--- src/rtl/cla_sub_pkg.sv ---
// Shared types and sizing helpers for the chunked carry-lookahead subtractor.
package cla_sub_pkg;

  typedef enum logic [1:0] {
    IDLE,
    RUN,
    DONE
  } state_t;

  function automatic int nchunk(input int width, input int chunk);
    return width / chunk;
  endfunction

  // Keep the chunk counter at least one bit wide even for a single-chunk build.
  function automatic int cnt_width(input int n);
    return (n > 1) ? $clog2(n) : 1;
  endfunction

  localparam int DEF_WIDTH  = 16;
  localparam int DEF_CHUNK  = 4;
  localparam int DEF_NCHUNK = nchunk(DEF_WIDTH, DEF_CHUNK);
  localparam int DEF_CNT_W  = cnt_width(DEF_NCHUNK);

endpackage

--- src/rtl/cla_slice.sv ---
// Combinational CHUNK-bit carry-lookahead adder slice (generate/propagate form).
module cla_slice #(
  parameter int CHUNK = 4
) (
  input  logic [CHUNK-1:0] a,
  input  logic [CHUNK-1:0] b,
  input  logic             carry_in,
  output logic [CHUNK-1:0] sum,
  output logic             carry_out
);

  logic [CHUNK-1:0] g;
  logic [CHUNK-1:0] p;
  logic [CHUNK:0]   c;

  assign g    = a & b;
  assign p    = a ^ b;
  assign c[0] = carry_in;

  // Each carry is a flat sum of products over lower g/p terms, not a ripple chain.
  for (genvar gi = 0; gi < CHUNK; gi++) begin : g_carry
    logic lc;
    logic pp;
    always_comb begin
      lc = g[gi];
      pp = p[gi];
      for (int j = gi - 1; j >= 0; j--) begin
        lc = lc | (pp & g[j]);
        pp = pp & p[j];
      end
      lc = lc | (pp & carry_in);
    end
    assign c[gi+1] = lc;
  end

  assign sum       = p ^ c[CHUNK-1:0];
  assign carry_out = c[CHUNK];

endmodule

--- src/rtl/cla_chunk_subtractor.sv ---
// Multi-cycle a - b - borrow_in: one CLA slice reused over WIDTH/CHUNK clocks,
// with the carry held in a register between chunks.
module cla_chunk_subtractor
  import cla_sub_pkg::*;
#(
  parameter int WIDTH = DEF_WIDTH,
  parameter int CHUNK = DEF_CHUNK
) (
  input  logic             clk,
  input  logic             rst,
  input  logic             in_valid,
  output logic             in_ready,
  input  logic [WIDTH-1:0] a,
  input  logic [WIDTH-1:0] b,
  input  logic             borrow_in,
  output logic             out_valid,
  input  logic             out_ready,
  output logic [WIDTH-1:0] diff,
  output logic             borrow_out,
  output logic             overflow
);

  localparam int NCHUNK = nchunk(WIDTH, CHUNK);
  localparam int CNT_W  = cnt_width(NCHUNK);
  localparam logic [CNT_W-1:0] LAST_K = CNT_W'(NCHUNK - 1);

  if (WIDTH % CHUNK != 0) begin : g_width_check
    $error("cla_chunk_subtractor: WIDTH must be a multiple of CHUNK");
  end

  state_t           state_reg;
  logic [CNT_W-1:0] k_reg;
  logic [WIDTH-1:0] a_reg;
  logic [WIDTH-1:0] nb_reg;
  logic             carry_reg;
  logic [WIDTH-1:0] diff_reg;
  logic             borrow_reg;
  logic             ovf_reg;
  logic             out_valid_reg;

  logic [CHUNK-1:0] slice_sum;
  logic             slice_cout;
  logic             accept;

  assign in_ready = (state_reg == IDLE) | ((state_reg == DONE) & out_ready);
  assign accept   = in_valid & in_ready;

  cla_slice #(
    .CHUNK(CHUNK)
  ) u_slice (
    .a        (a_reg[k_reg*CHUNK +: CHUNK]),
    .b        (nb_reg[k_reg*CHUNK +: CHUNK]),
    .carry_in (carry_reg),
    .sum      (slice_sum),
    .carry_out(slice_cout)
  );

  always_ff @(posedge clk or posedge rst) begin
    if (rst) begin
      state_reg     <= IDLE;
      k_reg         <= '0;
      a_reg         <= '0;
      nb_reg        <= '0;
      carry_reg     <= 1'b0;
      diff_reg      <= '0;
      borrow_reg    <= 1'b0;
      ovf_reg       <= 1'b0;
      out_valid_reg <= 1'b0;
    end else if (accept) begin
      // Subtraction as a + ~b + ~borrow_in.
      a_reg         <= a;
      nb_reg        <= ~b;
      carry_reg     <= ~borrow_in;
      k_reg         <= '0;
      out_valid_reg <= 1'b0;
      state_reg     <= RUN;
    end else begin
      case (state_reg)
        RUN: begin
          diff_reg[k_reg*CHUNK +: CHUNK] <= slice_sum;
          carry_reg <= slice_cout;
          if (k_reg == LAST_K) begin
            state_reg     <= DONE;
            out_valid_reg <= 1'b1;
            borrow_reg    <= ~slice_cout;
            // nb_reg holds ~b, so equal MSBs here mean a and b differ in sign.
            ovf_reg       <= (a_reg[WIDTH-1] == nb_reg[WIDTH-1]) &
                             (slice_sum[CHUNK-1] != a_reg[WIDTH-1]);
          end else begin
            k_reg <= k_reg + CNT_W'(1);
          end
        end
        DONE: begin
          if (out_ready) begin
            state_reg     <= IDLE;
            out_valid_reg <= 1'b0;
          end
        end
        default: state_reg <= IDLE;
      endcase
    end
  end

  assign out_valid  = out_valid_reg;
  assign diff       = diff_reg;
  assign borrow_out = borrow_reg;
  assign overflow   = ovf_reg;

endmodule
--- config.mk ---
export PLATFORM = sky130hd
export DESIGN_NAME = cla_chunk_subtractor
export DESIGN_NICKNAME = d
export VERILOG_FILES = /design/src/rtl/cla_sub_pkg.sv /design/src/rtl/cla_slice.sv /design/src/rtl/cla_chunk_subtractor.sv
export SDC_FILE = /design/constraint.sdc
export NUM_CORES = 1
export LEC_CHECK = 0
export BUFFER_PORTS_ARGS = -buffer_cell sky130_fd_sc_hd__clkbuf_2
export CAP_MARGIN = 15
export CORE_ASPECT_RATIO = 0.5
export CORE_UTILIZATION = 45
export CTS_BUF_LIST = sky130_fd_sc_hd__clkbuf_8
export CTS_CLUSTER_DIAMETER = 120
export DETAILED_ROUTE_END_ITERATION = 8
export GPL_TIMING_DRIVEN = 0
export PLACE_DENSITY = 0.73
export SETUP_SLACK_MARGIN = 0.2
export SLEW_MARGIN = 20
export SYNTH_ARGS = -nofsm -noshare
export SYNTH_HDL_FRONTEND = slang
export SYNTH_SLANG_ARGS = --single-unit
--- constraint.sdc ---
create_clock -name clk -period 2.9 [get_ports clk]
set_clock_uncertainty 0.05 [all_clocks]
set_input_delay 0.145 -clock clk [delete_from_list [all_inputs] [get_ports clk]]
set_output_delay 0.145 -clock clk [all_outputs]
set_load 0.05 [all_outputs]
==> results of run 1 <==
## repair_timing
action | 4_1_cts | 5_1_grt
endpoints found under the hold margin | 72 | 0
gates cloned | 0 | 0
endpoints found under the setup margin | 6 | 5
resized for setup | 3 | 2
hold buffers | 17 | 0
buffers inserted | 1 | 3
## placed cells by master, fill, tap and decap left out, drive strengths merged, types with 2 or more instances in the layout
master	count
a21oi	19
a22o	8
buf	9
clkbuf	64
dfrtp	56
dlygate4sd3	17
ha	11
inv	6
mux2	16
mux4	8
nand2	21
nand2b	3
nand3	4
nor2	25
nor2b	4
nor3b	2
o21ai	5
o31ai	7
o41ai	2
or3	2
xnor2	2
## cells by family (layout without fill, tap and decap cells)
family                     Yosys count  after routing  synth area share [%]
and+or+nand+nor                     65             65                  11.4
DFF                                 56             56                  53.9
AOI/OAI and AO/OA                   46             46                  11.5
muxes                               25             25                  14.3
buffers and inverters               13             97                  2.12
adders and majority gates           12             12                  6.07
xor gates and xnor gates             2              2                 0.674
## cell type report
class | instances | area (um2) | share of cell area, %
buffer | 7 | 43.8 | 1.34
clock buffer | 6 | 82.6 | 2.52
clock inverter | 1 | 8.76 | 0.267
inverter | 6 | 25.0 | 0.763
multi-input combinational | 150 | 1150 | 34.9
sequential | 56 | 1400 | 42.7
tap | 73 | 91.3 | 2.79
timing repair buffer | 77 | 480 | 14.7
## metal layers
metal	routed length (um)	track usage (%)	up-vias
li1	-	-	950
met1	2510	26.0	940
met2	2670	33.4	34
met3	198	4.33	4
met4	21	3.05	0
met5	0	0	-
## synthesized netlist by cell type
cell type | count | area, um2
sky130_fd_sc_hd__o21ai_0 | 5 | 25.0
sky130_fd_sc_hd__or3_1 | 2 | 12.5
sky130_fd_sc_hd__fa_1 | 1 | 20.0
sky130_fd_sc_hd__a21o_1 | 1 | 7.51
sky130_fd_sc_hd__xnor2_1 | 2 | 17.5
sky130_fd_sc_hd__o31ai_1 | 7 | 52.6
sky130_fd_sc_hd__a22o_1 | 8 | 70.1
sky130_fd_sc_hd__o21a_1 | 1 | 7.51
sky130_fd_sc_hd__nor2b_1 | 4 | 25.0
sky130_fd_sc_hd__dfrtp_1 | 56 | 1400
sky130_fd_sc_hd__nand3_1 | 4 | 20.0
sky130_fd_sc_hd__mux2_2 | 16 | 180
sky130_fd_sc_hd__a211oi_1 | 1 | 7.51
sky130_fd_sc_hd__mux4_2 | 8 | 180
sky130_fd_sc_hd__clkbuf_1 | 2 | 7.51
sky130_fd_sc_hd__ha_1 | 11 | 138
sky130_fd_sc_hd__a21oi_1 | 19 | 95.1
sky130_fd_sc_hd__and2b_1 | 1 | 7.51
sky130_fd_sc_hd__mux2i_1 | 1 | 10.0
sky130_fd_sc_hd__nor2_1 | 25 | 93.8
sky130_fd_sc_hd__o22ai_1 | 1 | 6.26
sky130_fd_sc_hd__nor3b_1 | 1 | 7.51
sky130_fd_sc_hd__o41ai_1 | 2 | 17.5
sky130_fd_sc_hd__nor3_1 | 1 | 5.00
sky130_fd_sc_hd__buf_2 | 5 | 25.0
sky130_fd_sc_hd__nor3b_2 | 1 | 12.5
sky130_fd_sc_hd__nand3b_1 | 1 | 7.51
sky130_fd_sc_hd__or4_1 | 1 | 7.51
sky130_fd_sc_hd__nand2_1 | 21 | 78.8
sky130_fd_sc_hd__nand2b_1 | 3 | 18.8
sky130_fd_sc_hd__inv_1 | 6 | 22.5
sky130_fd_sc_hd__a221o_1 | 1 | 10.0
## critical path, cell delays in order (launching register included)
cell                       delay (ns)
sky130_fd_sc_hd__dfrtp_1         0.41
sky130_fd_sc_hd__clkbuf_2        0.32
sky130_fd_sc_hd__mux4_2          0.37
sky130_fd_sc_hd__ha_1            0.38
sky130_fd_sc_hd__a21oi_1         0.17
sky130_fd_sc_hd__nor2b_1         0.11
sky130_fd_sc_hd__or3_1           0.36
sky130_fd_sc_hd__a221o_1         0.34
## power groups by stage
stage	clock [W]	sequential [W]	combinational, W
finish	0.000443	0.00133	0.00257
global route	0.000485	0.00139	0.00281
CTS	0.000449	0.00134	0.00250
detailed placement	0	0.00136	0.00244
global placement	0	0.00134	0.00235
floorplan	0	0.00162	0.00156
## metrics by stage
step | hold WS, ns | util (%) | power, W
final | 0.0152 | 59.5 | 0.00435
after global routing | 0.00611 | 59.5 | 0.00469
after detailed placement | 0.243 | 53.9 | 0.00380
after global placement | 0.264 | 53.8 | 0.00369
after floorplan | 0.180 | - | 0.00318
after CTS | 0.00831 | 58.9 | 0.00428
## worst max path at each step
stage	slack, ns	to
global placement	0.06	carry_reg
finish	0.29	carry_reg
CTS	0.27	carry_reg
floorplan	0.27	carry_reg
global route	0.19	carry_reg
detailed placement	0.02	carry_reg
==> results.py, run 1 <==
metrics = {
    "sta": {
        "unrepaired_setup_endpoints_after_global_routing": "false",
        "worstMarginPinSlew_ns": 0.678,
        "max_slew_margin_pct": 54.8,
        "setup-tns-final_ns": 0,
        "achievable-frequency_mhz": 383,
        "final_max_slew_viol_count": 0,
        "layout_worst_path_cycle_share_pct": 90.0,
        "worst_slack_ns": 0.291,
        "finalWorstPathRequiredPeriod_ns": 2.61,
        "finalSetupViolCount": 0,
        "timing.final.hold_violations": 0,
    },
    "global_routing": {
        "grt.total_usage_pct": 19.5,
        "number_of_global_route_vias_before_repair": 1985,
        "globalRoute.totalOverflow": 0,
        "initial_antenna_violation_count": 0,
        "grt_first_pass_wirelength_mm": 9.20,
        "grt_start_max_net_pins": 57,
    },
    "logic_synthesis": {
        "synth_fp_nets": 268,
        "fraction_of_the_yosys_area_taken_by_sequential_cells_pct": 53.9,
        "syn_area_mm2": 0.00260,
        "synthesis.area_per_instance_um2": 11.9,
        "ys_ff_latch": 56,
        "synthCells": 219,
        "synth_cell_type_count": 32,
        "ys_warn_count": 0,
    },
    "worst_setup_path": {
        "critPathMaxFanout": 10,
        "reg2reg_to": "carry_reg",
        "crit_path_end_kind": "flop",
        "cp_data_arrival_time_ns": 2.75,
        "setup_slack_of_the_worst_register_to_register_path_ns": 0.29,
        "reg2reg_depth": 7,
        "worst-setup-path-type": "reg -> reg",
        "critical_path.startpoint": "k_reg[1]",
        "r2r_start": "k_reg[1]",
        "required_time_at_the_worst_slack_endpoint_ns": 3.04,
        "start_kind": "flop",
    },
    "clocking": {
        "clk_path_buf_depth": 2,
        "clkSinkCount": 56,
        "clock_tree_from_tritoncts": "built",
        "worst_setup_hold_path_clk_slew_ns": 0.10,
        "clock_latency_ns": 0.31,
        "cts_made_buffers": 5,
        "ctsRootBufferMaster": "sky130_fd_sc_hd__clkbuf_8",
        "htree_levels": 2,
    },
    "routing": {
        "final_antenna_net_count": 0,
        "route.vias.total": 1928,
        "drt-pass1-iter-count": 4,
        "drt-initial-drc-count": 78,
        "drt-total-wl_mm": 5.39,
        "drt_drc_violations_left": 0,
        "avgRoutedWirePerCell_um": 14.3,
        "vias_per_cell": 5.13,
    },
    "place": {
        "place_area_mm2": 0.00297,
        "gp_congestion": 0.775,
        "place.detailed.hpwl_mm": 3.90,
        "dp_worst_setup_slack_ns": 0.0166,
        "numPlacedInstances": 348,
        "place.port_buffers": 56,
    },
    "layout": {
        "final_layout_size_suffix_gt1_share_pct": 33.0,
        "fill_cells": 471,
        "layoutNonFillerInstCount": 376,
        "diodes": 0,
        "nNetsFinal": 352,
        "final_design_area_no_fill_mm2": 0.00328,
        "area_growth_syn_to_layout_pct": 26.3,
    },
    "hold_path": {
        "timing.hold.worst_endpoint": "a_reg[2]",
        "min-delay-start": "a[2]",
        "hold_path_depth": 2,
        "hold_path_class": "in -> reg",
    },
    "job": {
        "max_cap_violations": 0,
    },
    "floorplanning": {
        "boundaryPins": 57,
        "dieWidth_um": 109,
        "core_mm2": 0.00552,
        "design.die.area_mm2": 0.00610,
        "row_count": 19,
        "die_height_um": 55.7,
        "initial_core_utilization_pct": 47.1,
    },
    "power": {
        "seq_power_share_pct": 30.6,
        "cellLeakagePower_nw": 1.54,
        "total_switching_power_w": 0.00202,
        "worst_ir_drop_vdd_mv": 0.662,
        "power_frac_clock_pct": 10.2,
        "share_comb_of_total_power_pct": 59.2,
        "total_internal_power_w": 0.00233,
        "cellPowerDensity_mw_per_mm2": 1330,
        "switching_share_pct": 46.5,
    },
    "run_status": {
        "run_status": "finished clean",
    },
}
No activity file was read; power rests on OpenSTA's default activity.
==> run 2: changes to the inputs <==
- BUFFER_PORTS_ARGS: -buffer_cell sky130_fd_sc_hd__clkbuf_2 -> default
- DONT_BUFFER_PORTS: default -> 1
- PLACE_DENSITY: 0.73 -> 0.65
==> run 2 against run 1 <==
Net effect:
- critical path depth is the same
- count of clock-buffer cells in the layout fell by 1
- hold slack got worse by 0.0081 ns
- highest routed layer unchanged
- power decreased by 2.7%
- routed wire length barely moved
- critical endpoint unchanged
- global-route usage increased by 1.0 points
- register-to-register slack improved by 0.06 ns
==> results.py, run 2 (same netlist as run 1, synthesis figures left out) <==
metrics = {
    "worst_setup_path": {
        "required_time_at_the_worst_slack_endpoint_ns": 3.05,
        "crit_path_end_kind": "flop",
        "critPathMaxFanout": 10,
        "cp_data_arrival_time_ns": 2.71,
        "reg2reg_to": "carry_reg",
        "worst-setup-path-type": "reg -> reg",
        "setup_slack_of_the_worst_register_to_register_path_ns": 0.35,
        "reg2reg_depth": 7,
        "start_kind": "flop",
        "critical_path.startpoint": "k_reg[0]",
        "critPathCapture": "carry_reg",
        "r2r_start": "k_reg[0]",
    },
    "layout": {
        "regArea_mm2": 0.00140,
        "nNetsFinal": 311,
        "area_growth_syn_to_layout_pct": 22.2,
        "final_layout_size_suffix_gt1_share_pct": 16.3,
        "area_occupied_by_multi_input_gates_mm2": 0.00116,
        "fill_cells": 464,
        "diodes": 0,
        "most_common_library_cell_in_the_layout_ignoring_fill_and_taps": "sky130_fd_sc_hd__dfrtp_1",
        "final_cell_mix": "sky130_fd_sc_hd__dfrtp_1, sky130_fd_sc_hd__dlygate4sd3_1, sky130_fd_sc_hd__nor2_1",
        "layoutNonFillerInstCount": 336,
    },
    "clocking": {
        "clkSinkCount": 56,
        "ctsRootBufferMaster": "sky130_fd_sc_hd__clkbuf_8",
        "worst_setup_hold_path_clk_slew_ns": 0.10,
        "clock_latency_ns": 0.31,
        "clk_path_buf_depth": 2,
        "htree_levels": 2,
        "cts_made_buffers": 5,
        "clock_tree_from_tritoncts": "built",
    },
    "routing": {
        "drt-total-wl_mm": 5.39,
        "drt_drc_violations_left": 0,
        "vias_per_cell": 5.39,
        "drt-initial-drc-count": 61,
        "avgRoutedWirePerCell_um": 16.1,
        "route.vias.total": 1811,
        "drt-pass1-iter-count": 5,
        "final_antenna_net_count": 0,
    },
    "place": {
        "dp_worst_setup_slack_ns": 0.0161,
        "place.detailed.hpwl_mm": 3.79,
        "numPlacedInstances": 292,
        "gp_congestion": 0.797,
        "place.port_buffers": 0,
    },
    "floorplanning": {
        "boundaryPins": 57,
        "core_mm2": 0.00552,
        "initial_core_utilization_pct": 47.1,
        "dieWidth_um": 109,
        "design.die.area_mm2": 0.00610,
        "die_height_um": 55.7,
        "row_count": 19,
    },
    "power": {
        "worst_ir_drop_vdd_mv": 0.576,
        "cellPowerDensity_mw_per_mm2": 1330,
        "cellLeakagePower_nw": 1.36,
        "totalPowerFinal_w": 0.00423,
    },
    "sta": {
        "max_slew_margin_pct": 41.3,
        "achievable-frequency_mhz": 392,
        "worst_slack_ns": 0.347,
        "finalSetupViolCount": 0,
        "final_max_slew_viol_count": 0,
        "timing.final.hold_violations": 0,
        "unrepaired_setup_endpoints_after_global_routing": "false",
        "setup-tns-final_ns": 0,
        "worstMarginPinSlew_ns": 0.878,
        "layout_worst_path_cycle_share_pct": 88.0,
        "finalWorstPathRequiredPeriod_ns": 2.55,
    },
    "global_routing": {
        "number_of_global_route_vias_before_repair": 2006,
        "grt.total_usage_pct": 20.6,
        "grt_start_max_net_pins": 57,
        "initial_antenna_violation_count": 0,
        "globalRoute.totalOverflow": 0,
        "grt_first_pass_wirelength_mm": 9.40,
    },
    "run_status": {
        "run_status": "finished clean",
    },
    "hold_path": {
        "hold_path_class": "in -> reg",
    },
    "job": {
        "max_cap_violations": 0,
    },
}
## run 2: cell count changes in the layout (fill, tap and decap cells not counted)
cell,previous run,this run
sky130_fd_sc_hd__inv_6,0,1
sky130_fd_sc_hd__buf_4,4,1
sky130_fd_sc_hd__dlygate4sd3_1,17,35
sky130_fd_sc_hd__ha_1,11,10
sky130_fd_sc_hd__ha_4,0,1
sky130_fd_sc_hd__clkinv_2,0,1
sky130_fd_sc_hd__clkbuf_2,57,1
sky130_fd_sc_hd__buf_8,1,0
sky130_fd_sc_hd__clkbuf_8,6,5
sky130_fd_sc_hd__buf_12,0,1
## run 2: worst max-delay path, cell delays in order, from the launching register on
cell	delay, ns
sky130_fd_sc_hd__dfrtp_1	0.41
sky130_fd_sc_hd__buf_12	0.16
sky130_fd_sc_hd__mux4_2	0.58
sky130_fd_sc_hd__ha_4	0.28
sky130_fd_sc_hd__a21oi_1	0.15
sky130_fd_sc_hd__nor2_1	0.10
sky130_fd_sc_hd__or3_1	0.38
sky130_fd_sc_hd__a221o_1	0.33
## run 2: area by class of cell
class	instances	area share, %
buffer	7	1.54
clock buffer	5	2.17
clock inverter	3	0.710
inverter	6	0.788
multi-input combinational	150	36.5
sequential	56	44.1
tap	73	2.88
timing repair buffer	36	11.3
## run 2: report_power, final
part	internal, W	switching [W]
sequential	0.00112	0.000555
clock	0.000174	0.000259
combinational	0.000935	0.00119
## run 2: worst min-delay path by stage
stage | start | to | slack, ns | cells past startpoint
floorplan | b[0] | nb_reg[0] | 0.18 | 1
global placement | b[0] | nb_reg[0] | 0.18 | 1
detailed placement | rst | k_reg[0] | 0.12 | 1
CTS | in_valid | out_valid | 0.003 | 3
global route | in_valid | out_valid | 0.05 | 3
finish | in_valid | out_valid | 0.007 | 3
## run 2: through the flow
| step | hold WS (ns) | cell area, um2 | utilization, % |
|---|---|---|---|
| 3_5_place_dp | 0.123 | 2690 | 48.8 |
| 2_1_floorplan | 0.180 | 2600 | - |
| 5_1_grt | 0.0515 | 3170 | 57.6 |
| 6_report | 0.00707 | 3170 | 57.6 |
| 4_1_cts | 0.00287 | 3150 | 57.1 |
| 3_3_place_gp | 0.181 | 2690 | 48.8 |
## run 2: repair_timing
action | 4_1_cts | 5_1_grt
setup endpoints to repair | 10 | 5
hold buffers | 35 | 0
resized for setup | 3 | 4
buffers inserted | 1 | 0
hold endpoints to repair | 90 | 0
## run 2: routing by layer
metal | GRT usage [%] | wire length (um)
met2 | 35.3 | 2730
met1 | 25.8 | 2320
met4 | 4.76 | 54
met3 | 5.85 | 286
met5 | 0 | 0
